==> src/rtl/placer_pkg.sv <==
// Shared types and packing helpers for the systolic page placer result path.
// The RESULT_CHECKSUM_EN macro (see placer_result_writer) uses the CHECKSUM state.
package placer_pkg;

   localparam int BRAM_ADDR_W = 13;
   localparam int BRAM_DATA_W = 32;

   localparam int OVF_BIT   = 31;
   localparam int COUNT_LSB = 0;
   localparam int COUNT_W   = 16;

   typedef enum logic [2:0] {
      IDLE     = 3'd0,
      RUN      = 3'd1,
      HEADER   = 3'd2,
      CHECKSUM = 3'd3,
      DONE     = 3'd4
   } state_t;

   // Fields arrive zero-extended, so {id, x, y} ends up right-aligned.
   function automatic logic [BRAM_DATA_W-1:0] pack_entry(
      input logic [BRAM_DATA_W-1:0] id,
      input logic [BRAM_DATA_W-1:0] x,
      input logic [BRAM_DATA_W-1:0] y,
      input int unsigned            coord_w
   );
      return (id << (2 * coord_w)) | (x << coord_w) | y;
   endfunction

   function automatic logic [BRAM_DATA_W-1:0] pack_header(
      input logic               ovf,
      input logic [COUNT_W-1:0] count
   );
      logic [BRAM_DATA_W-1:0] w;
      w = '0;
      w[OVF_BIT] = ovf;
      w[COUNT_LSB +: COUNT_W] = count;
      return w;
   endfunction

endpackage

==> src/rtl/result_pack.sv <==
// Combinational packer turning one placement {id, x, y} into a BRAM entry word.
module result_pack
   import placer_pkg::*;
#(
   parameter int ID_W    = 8,
   parameter int COORD_W = 8
) (
   input  logic [ID_W-1:0]        i_id,
   input  logic [COORD_W-1:0]     i_x,
   input  logic [COORD_W-1:0]     i_y,
   output logic [BRAM_DATA_W-1:0] o_word
);

   assign o_word = pack_entry(BRAM_DATA_W'(i_id), BRAM_DATA_W'(i_x),
                              BRAM_DATA_W'(i_y), COORD_W);

endmodule

==> src/rtl/placer_result_writer.sv <==
// Writes placer results into BRAM, then a count/overflow header, then signals done.
// Define RESULT_CHECKSUM_EN to also write an XOR of all entries after the header.
module placer_result_writer
   import placer_pkg::*;
#(
   parameter logic [BRAM_ADDR_W-1:0] BASE_ADDR   = 13'd0,
   parameter int                     MAX_ENTRIES = 256,
   parameter int                     COORD_W     = 8,
   parameter int                     ID_W        = 8
) (
   input  logic                   clk,
   input  logic                   rst,
   input  logic                   res_valid,
   output logic                   res_ready,
   input  logic [ID_W-1:0]        res_page_id,
   input  logic [COORD_W-1:0]     res_x,
   input  logic [COORD_W-1:0]     res_y,
   input  logic                   res_last,
   output logic                   done,
   input  logic                   ack,
   output logic [BRAM_ADDR_W-1:0] address,
   output logic [BRAM_DATA_W-1:0] data_out,
   output logic [3:0]             we,
   output logic                   ram_en,
   output logic                   ram_rst
);

   localparam logic [COUNT_W-1:0] MAX_CNT = COUNT_W'(MAX_ENTRIES);

   state_t                 r_state, w_next;
   logic [COUNT_W-1:0]     r_count;
   logic                   r_ovf;
   logic                   r_done;
   logic                   r_ready;
   logic [3:0]             r_we;
   logic                   r_ram_en;
   logic [BRAM_ADDR_W-1:0] r_addr;
   logic [BRAM_DATA_W-1:0] r_data;
   logic [BRAM_DATA_W-1:0] w_entry;
   logic                   w_accept;
   logic                   w_room;
`ifdef RESULT_CHECKSUM_EN
   localparam logic [BRAM_ADDR_W-1:0] CSUM_ADDR = BRAM_ADDR_W'(int'(BASE_ADDR) + MAX_ENTRIES + 1);
   logic [BRAM_DATA_W-1:0] r_csum;
`endif

   result_pack #(.ID_W(ID_W), .COORD_W(COORD_W)) u_pack (
      .i_id   (res_page_id),
      .i_x    (res_x),
      .i_y    (res_y),
      .o_word (w_entry)
   );

   assign w_accept = res_valid & r_ready;
   assign w_room   = (r_count < MAX_CNT);

   always_comb begin
      w_next = r_state;
      case (r_state)
         IDLE, RUN: if (w_accept) w_next = res_last ? HEADER : RUN;
`ifdef RESULT_CHECKSUM_EN
         HEADER:    w_next = CHECKSUM;
`else
         HEADER:    w_next = DONE;
`endif
         CHECKSUM:  w_next = DONE;
         DONE:      if (ack && r_done) w_next = IDLE;
         default:   w_next = IDLE;
      endcase
   end

   always_ff @(posedge clk or posedge rst) begin
      if (rst) begin
         r_state  <= IDLE;
         r_count  <= '0;
         r_ovf    <= 1'b0;
         r_done   <= 1'b0;
         r_ready  <= 1'b0;
         r_we     <= 4'h0;
         r_ram_en <= 1'b0;
         r_addr   <= BASE_ADDR;
         r_data   <= '0;
`ifdef RESULT_CHECKSUM_EN
         r_csum   <= '0;
`endif
      end else begin
         r_state  <= w_next;
         // Ready is registered so it reads 0 while in reset and drops with the last beat.
         r_ready  <= (w_next == IDLE) || (w_next == RUN);
         r_we     <= 4'h0;
         r_ram_en <= 1'b0;
         case (r_state)
            IDLE, RUN: begin
               if (w_accept) begin
                  if (w_room) begin
                     r_we     <= 4'hF;
                     r_ram_en <= 1'b1;
                     r_addr   <= BASE_ADDR + 13'd1 + r_count[BRAM_ADDR_W-1:0];
                     r_data   <= w_entry;
                     r_count  <= r_count + 16'd1;
`ifdef RESULT_CHECKSUM_EN
                     r_csum   <= r_csum ^ w_entry;
`endif
                  end else begin
                     r_ovf <= 1'b1;
                  end
               end
            end
            HEADER: begin
               r_we     <= 4'hF;
               r_ram_en <= 1'b1;
               r_addr   <= BASE_ADDR;
               r_data   <= pack_header(r_ovf, r_count);
            end
`ifdef RESULT_CHECKSUM_EN
            CHECKSUM: begin
               r_we     <= 4'hF;
               r_ram_en <= 1'b1;
               r_addr   <= CSUM_ADDR;
               r_data   <= r_csum;
            end
`endif
            DONE: begin
               r_done <= 1'b1;
               if (ack && r_done) begin
                  r_done  <= 1'b0;
                  r_count <= '0;
                  r_ovf   <= 1'b0;
`ifdef RESULT_CHECKSUM_EN
                  r_csum  <= '0;
`endif
               end
            end
            default: ;
         endcase
      end
   end

   assign res_ready = r_ready;
   assign done      = r_done;
   assign address   = r_addr;
   assign data_out  = r_data;
   assign we        = r_we;
   assign ram_en    = r_ram_en;
   assign ram_rst   = 1'b0;

endmodule

==> config.mk <==
export PLATFORM = sky130hd
export DESIGN_NAME = placer_result_writer
export DESIGN_NICKNAME = d
export VERILOG_FILES = /design/src/rtl/placer_pkg.sv /design/src/rtl/result_pack.sv /design/src/rtl/placer_result_writer.sv
export SDC_FILE = /design/constraint.sdc
export NUM_CORES = 1
export LEC_CHECK = 0
export BUFFER_PORTS_ARGS = -buffer_cell sky130_fd_sc_hd__buf_2
export CAP_MARGIN = 25
export CORE_MARGIN = 10
export CORE_UTILIZATION = 55
export CTS_CLUSTER_DIAMETER = 200
export DETAILED_ROUTE_END_ITERATION = 8
export GPL_ROUTABILITY_DRIVEN = 0
export PLACE_DENSITY = 0.95
export RECOVER_POWER = 50
export SYNTH_ARGS = -nofsm -noshare
export SYNTH_HDL_FRONTEND = slang
export SYNTH_SLANG_ARGS = --single-unit
==> constraint.sdc <==
create_clock -name clk -period 3.3 [get_ports clk]
set_input_delay 0.66 -clock clk [delete_from_list [all_inputs] [get_ports clk]]
set_output_delay 0.66 -clock clk [all_outputs]
set_load 0.01 [all_outputs]
# Yosys cells after proc, flatten, opt, wreduce, memory -nomap -nowiden
# Cells that the tools add are included.
[totals]
out_inout_bits = 53
word_cells = 60
reg_bits = 72
[op_classes]
add_sub_neg = 2
n_mux = 25
bitwise = 3
n_reduce_logical = 11
eq_ne = 9
magnitude_cmp = 1
[ops]
columns = ["operator", "n"]
rows = [
  ["$mux W32", 2],
  ["$pmux W32 S2", 1],
  ["$mux W16", 3],
  ["$pmux W16 S2", 1],
  ["$mux W13", 2],
  ["$pmux W13 S2", 1],
  ["$or A24 B16 Y24", 1],
  ["$or A24 B8 Y24", 1],
  ["$add A16 B1 Y16 const B", 1],
  ["$lt A16 B9 Y1 const B", 1],
  ["$add A1 B13 Y13 const A", 1],
  ["$pmux W3 S3", 1],
  ["$mux W4", 2],
  ["$ne A2 B2 Y1 const B", 4],
  ["$pmux W4 S2", 1],
  ["$reduce_and A4 Y1", 2],
  ["$eq A3 B1 Y1 const B", 2],
  ["$eq A3 B2 Y1 const B", 2],
  ["$logic_not A3 Y1", 2],
  ["$mux W1", 6],
  ["$mux W3", 2],
  ["$pmux W1 S2", 2],
  ["$reduce_bool A2 Y1", 2],
  ["$reduce_or A2 Y1", 2],
  ["other kinds (6)", 6],
]

# Longest topological paths before layout
# Gate-level depths: netlist (run 1).
[depth]
word_depth = 5
mapped_depth = 7
depth_no_buf = 5

# By module
# From an unflattened synthesis (run 1), not the netlist that was laid out.
[hier_totals]
cells_unflattened = 269
area_unflattened_um2 = 2994.1
[modules_own_cells]
columns = ["mod", "n_inst", "seq_area_each_um2", "cells_each", "area_per_inst_um2"]
rows = [
  ["placer_result_writer", 1, 1701.6, 236, 2750.1],
  ["result_pack", 1, 0.0, 33, 244.0],
]

# Worst setup path after synthesis (run 1)
# Ideal clock, no wire load.
[synth_path]
path_kind = "input port to flip-flop"
from = "in res_valid"
to = "reg r_count[2]"
slack_ps = 1700
t_arrival_ps = 1476
required_ps = 3176
cell_stages = 4
setup_time_ps = 124
path_cell_list = "and4bb_2 > and3_4 > nor2_4 > a211o_1"
[synth_between]
elab_chain_len = 3
[synth_rtl]
columns = ["element", "line", "source"]
rows = [
  ["start, declared", "placer_result_writer.sv:13", "input logic res_valid,"],
  ["$and A1 B1 Y1", "placer_result_writer.sv:54", "assign w_accept = res_valid & r_ready;"],
  ["$ne A2 B2 Y1 (no line)", "-", ""],
  ["$reduce_and A4 Y1 (no line)", "-", ""],
  ["end signal, assigned", "placer_result_writer.sv:100", "r_count <= r_count + 16'd1;"],
  ["end, declared", "placer_result_writer.sv:31", "logic [COUNT_W-1:0] r_count;"],
]
# Every way passes these cells.
# A chain may end at the register's enable or synchronous reset.

==> results of run 1 <==
metrics by stage:
step / setup WS [ns] / instance area [um2] / hold slack, ns / instances / util, %
5_1_grt: 0.886 / 3270 / 0.499 / 389 / 69.2
4_1_cts: 1.49 / 3300 / 0.464 / 389 / 69.9
3_5_place_dp: 1.34 / 3040 / 0.450 / 373 / 64.4
3_3_place_gp: 1.40 / 3040 / 0.447 / 373 / 64.4
6_report: 1.25 / 3270 / 0.462 / 390 / 69.3
2_1_floorplan: 1.13 / 2720 / 0.459 / 254 / -
worst paths after layout:
| path | from | end | slack (ns) |
|---|---|---|---|
| worst max-delay path | rst | data_out[5] | 1.25 |
| worst min-delay path | data_out[22] | data_out[22] | 0.46 |
| worst max register to register | r_count[8] | r_count[2] | 1.50 |
| worst min register to register | data_out[22] | data_out[22] | 0.46 |
| max in group clk | r_count[8] | r_count[2] | 1.50 |
| min in group asynchronous | rst | address[11] | 0.75 |
cell families (layout without fill, tap and decap cells):
group / count (synthesis) / count (layout) / share of synthesized area, %
AO/OA/AOI/OAI: 44 / 44 / 10.2
XOR/XNOR: 4 / 4 / 1.30
adder cells (fa/ha/maj): 1 / 1 / 0.465
buffers and inverters: 31 / 99 / 7.16
flip-flops: 61 / 61 / 56.7
multiplexers: 17 / 17 / 6.37
other: 1 / 9 / 0.139
AND/OR/NAND/NOR: 88 / 88 / 17.7
placed cells by master, fill, tap and decap left out, types with 2 or more instances in the layout:
| cell | n |
|---|---|
| nand3_1 | 12 |
| xnor2_1 | 3 |
| bufinv_16 | 3 |
| a21o_1 | 5 |
| conb_1 | 8 |
| nor2_1 | 6 |
| a31o_2 | 5 |
| buf_2 | 55 |
| buf_4 | 2 |
| nor4_4 | 2 |
| inv_1 | 6 |
| nor2b_1 | 7 |
| and2_1 | 4 |
| clkbuf_1 | 21 |
| mux2i_1 | 16 |
| a21oi_1 | 5 |
| nand2_1 | 39 |
| dfrtp_1 | 61 |
| and3_1 | 2 |
| o21ai_0 | 23 |
| a22o_1 | 3 |
| or3_1 | 4 |
| nor3b_1 | 3 |
| clkbuf_8 | 12 |
per-layer routing:
metal  share of wire (%)  vias to the layer above  global-route usage [%]
met3                 6.1                        9                    5.99
met1                  41                      988                    18.4
met2                  51                       60                    26.3
met5                   0                        -                       0
li1                    -                      967                       -
met4                 1.6                        0                    8.22
critical path, cell delays in order:
cell and delay [ns]:
buf_2 0.09, inv_1 1.04, clkbuf_1 0.62
final cells by class:
cell class                 count  share of cell area [%]
antenna                        1                  0.0765
clock buffer                  13                    5.16
clock inverter                 3                    2.75
inverter                       6                   0.688
multi-input combinational    162                    31.0
sequential                    61                    46.6
tap                           67                    2.56
timing repair buffer          77                    11.2
power by group:
group	internal [mW]	switching, mW	leakage, nW
Sequential	0.981	0.169	0.794
Combinational	0.357	0.570	0.736
Clock	0.564	0.284	0.130
state kept, by name, indices dropped and copies added, names as in the netlist:
name and cells:
data_out 25, r_count 16, address 13, r_state 3
done 1, r_ovf 1, res_ready 1, we 1
==> results.toml, run 1 <==
[drt]
wire_per_inst_um = 16.4
routed_wl_um = 6410
vias_per_cell = 5.19
drc = 0
ant_nets = 0
drt_first_pass_iters = 4
vias = 2024
drt-initial-drc-count = 89

[timing]
fin_crit_sh_pct = 62.1
setup_tns_ns = 0
slew_headroom_pct = 0.850
period_minus_slack_ns = 2.05
final_hold_viol_count = 0
final_max_slew_viol_count = 0
rsz0062_at_grt = "false"
worst_pin_slew_ns = 1.49
fmax_mhz = 488
setup_viol = 0
skew_ns = 0.00922

[worst_setup_path]
cp.arrival_ns = 2.44
crit_fanout = 42
end_kind = "asynchronous set/reset pin"
crit_path_start_kind = "input pin"
rr_worst_depth = 4
worstPathRequired_ns = 3.69
crit_type = "input pin to asynchronous set/reset pin"

[grt]
gr-total-overflow = 0
grt_max_degree = 50
grt_usage_pct = 16.2
grt_pass1_vias = 2077
grt_first_pass_wirelength_um = 10600
antenna_found_initial = 0

[layout]
fillers = 351
area_delta_synth_final_pct = 21.6
seqCellArea_mm2 = 0.00153
multi_input_area_mm2 = 0.00101
drive_gt1_share_pct = 26.4
fin_nets = 347

[clock_network]
postCtsHoldBufs = 0
cts_sinks = 61
post_cts_buffers = 0
worstSkewPairLatency_ns = 0.34
cts_resized = 0
clk_pin_slew_worst_paths_ns = 0.06
numCtsBuffers = 9
cts.path.max_buffers = 2
clockRootBuffer = "clkbuf_8"
htreeDepth = 3
cts_tree = "done"

[yosys]
ys_types = 37
synthesis.area_mm2 = 0.00269
synthTopCellsByArea = "dfrtp_1, mux2i_1, nand2_1, o21ai_0, buf_4"
yosys-top-cells-count = "dfrtp_1, nand2_1, o21ai_0, mux2i_1, buf_4"
synthArstFlopShare_pct = 100
synth_edf_count = 0
synth_flop_cell = "dfrtp_1"
postSynthAreaPerCell_um2 = 10.9
yosysTopAreaCellShare_pct = 56.7
synth_most_common_cell = "dfrtp_1"
yosysWarnings = 0
yosysSeqAreaShare_pct = 56.7
syn-instance-count = 247
yosysTopAreaCell = "dfrtp_1"
ys_ff_latch = 61

[worst_hold_path]
hold_class = "flip-flop to flip-flop"
whs_path_depth = 2

[flow_run]
maxCapViolCount = 1

[power_and_ir_drop]
pwr_density_cell_mw_per_mm2 = 894
ir_drop_uv = 451
p_leak_nw = 1.66
power.total_mw = 2.92

[run_status]
status = "finished, violations left"
violations = "capacitance limit"

[floorplan]
fp.dieW_um = 90.0
core_area_mm2 = 0.00472
dieArea_mm2 = 0.00809
io_pins = 82
die_y_um = 90.0
rows = 25
start_util_pct = 57.0

[placement]
hpwlAfterDp_um = 4520
portBuffers = 73
Note: power is estimated with default switching activity, not from simulation.
==> run 2, diff against run 1 <==
--- a/config.mk
+++ b/config.mk
@@ -8,11 +8,11 @@
 export BUFFER_PORTS_ARGS = -buffer_cell sky130_fd_sc_hd__buf_2
 export CAP_MARGIN = 25
 export CORE_MARGIN = 10
-export CORE_UTILIZATION = 55
+export CORE_UTILIZATION = 46
 export CTS_CLUSTER_DIAMETER = 200
 export DETAILED_ROUTE_END_ITERATION = 8
 export GPL_ROUTABILITY_DRIVEN = 0
-export PLACE_DENSITY = 0.95
+export PLACE_DENSITY = 0.87
 export RECOVER_POWER = 50
 export SYNTH_ARGS = -nofsm -noshare
 export SYNTH_HDL_FRONTEND = slang
==> constraint.sdc (replaced) <==
create_clock -name clk -period 1.75 [get_ports clk]
set_input_delay 0.35 -clock clk [delete_from_list [all_inputs] [get_ports clk]]
set_output_delay 0.35 -clock clk [all_outputs]
set_load 0.01 [all_outputs]
==> run 2 against run 1 <==
The run now ends clean; non-clock buffer count increased by 8; cell area decreased by 0.11%; clock power increased by 31%; clock-buffer cell count decreased by 1; routed wire length about the same; final cell count increased by 3.1%; critical endpoint is now r_count[2].
==> results.toml, run 2 (synthesis gave the netlist of run 1 again) <==
[clock_network]
cts.path.max_buffers = 2
numCtsBuffers = 9
clockRootBuffer = "clkbuf_8"
postCtsHoldBufs = 0
worstSkewPairLatency_ns = 0.34
cts_tree = "done"
htreeDepth = 3
cts_resized = 0
post_cts_buffers = 0
cts_sinks = 61
clk_pin_slew_worst_paths_ns = 0.07

[timing]
period_minus_slack_ns = 1.63
setup_viol = 0
rsz0062_at_grt = "false"
skew_ns = 0.0117
worst_pin_slew_ns = 1.48
fmax_mhz = 614
slew_headroom_pct = 1.19
final_max_slew_viol_count = 0
final_hold_viol_count = 0
setup_slack_ns = 0.122
fin_crit_sh_pct = 93.0
setup_tns_ns = 0

[floorplan]
fp.dieW_um = 96.5
rows = 27
io_pins = 82
die_y_um = 96.5
dieArea_mm2 = 0.00931
core_area_mm2 = 0.00561
start_util_pct = 48.0

[worst_setup_path]
crit_fanout = 8
critPathSlowestCell = "nor4_4"
crit_path_start_kind = "flip-flop"
worstPathCellList = "nor4_4, and3_4, nor2_4, a211o_1"
critical_path.max_stage_delay_ns = 0.45
crit_type = "flip-flop to flip-flop"
end_kind = "flip-flop"
worstPathRequired_ns = 1.97
crit_buf_inv = 0
cp.arrival_ns = 1.85
critPathTopFamily = "simple AND/OR/NAND/NOR gates"

[drt]
drt_first_pass_iters = 4
drt-initial-drc-count = 150
wire_per_inst_um = 15.9
vias_per_cell = 5.08
drc = 0
routed_wl_um = 6410
ant_nets = 0
vias = 2042

[grt]
gr-total-overflow = 0
grt_first_pass_wirelength_um = 9930
grt_pass1_vias = 1950
grt_usage_pct = 13.9
grt_max_degree = 46
antenna_found_initial = 0

[power_and_ir_drop]
ir_drop_uv = 719
power.total_mw = 5.15
pwr_density_cell_mw_per_mm2 = 1570
p_leak_nw = 1.66

[worst_hold_path]
hold_class = "input pin to flip-flop"

[layout]
fillers = 491
final_area_mm2 = 0.00327
final_common_cell = "dfrtp_1"
fin_nets = 355
area_delta_synth_final_pct = 21.4
largest_reg_flops = 25
layout_common_cells = "dfrtp_1, buf_2, nand2_1"
num_antenna_cells = 0
fin_util_pct = 58.3
drive_gt1_share_pct = 28.8

[flow_run]
maxCapViolCount = 0

[placement]
placed_cell_area_mm2 = 0.00312
pre_cts_ws_ns = 0.123
hpwlAfterDp_um = 4820
portBuffers = 73

[run_status]
status = "finished clean"
-- run 2: changes by cell type in the layout (fill, tap and decap cells not counted), sizes merged --
cell	before	now
buf	57	64
bufinv	3	0
clkinv	0	3
clkinvlp	0	2
diode	1	0
inv	6	5
-- run 2: final timing paths --
path                                start           end  slack [ns]  cells after the start
max                           r_count[10]    r_count[2]        0.12                      4
min reg2reg                  data_out[20]  data_out[20]        0.47                      2
min in group asynchronous             rst  data_out[12]        0.27                      3
max reg2reg                   r_count[10]    r_count[2]        0.12                      4
max in group asynchronous             rst   data_out[4]        0.33                      3
min                        res_page_id[4]  data_out[20]        0.24                      3
-- run 2: worst reg2reg max path, delay by kind of cell (launching register included) --
| family | cells | cell delay [ns] |
|---|---|---|
| compound gates | 1 | 0.30 |
| flops | 1 | 0.42 |
| simple gates | 3 | 0.79 |
-- run 2: layout make-up --
cell class	count	area, um2	share of cell area, %
clock buffer	12	155	4.75
sequential	61	1530	46.7
tap	72	90.1	2.76
clock inverter	4	22.5	0.689
inverter	6	23.8	0.727
timing repair buffer	85	438	13.4
multi-input combinational	162	1010	31.0
-- run 2: metrics by stage --
step / hold slack [ns] / instances
after detailed placement: 0.450 / 386
after global placement: 0.444 / 386
after CTS: 0.100 / 402
after floorplan: 0.459 / 254
final: 0.236 / 402
after global routing: 0.223 / 402
-- run 2: power breakdown --
part	internal, mW	switching [mW]
Sequential	1.85	0.288
Combinational	0.790	1.11
Clock	0.583	0.522
-- run 2: per-layer routing --
metal / track usage (%) / up-vias / part of all wire (%)
met5: 0 / - / 0
met4: 5.57 / 0 / 0.89
met3: 5.32 / 5 / 11
met2: 21.1 / 84 / 47
met1: 17.5 / 976 / 40
li1: - / 977 / -
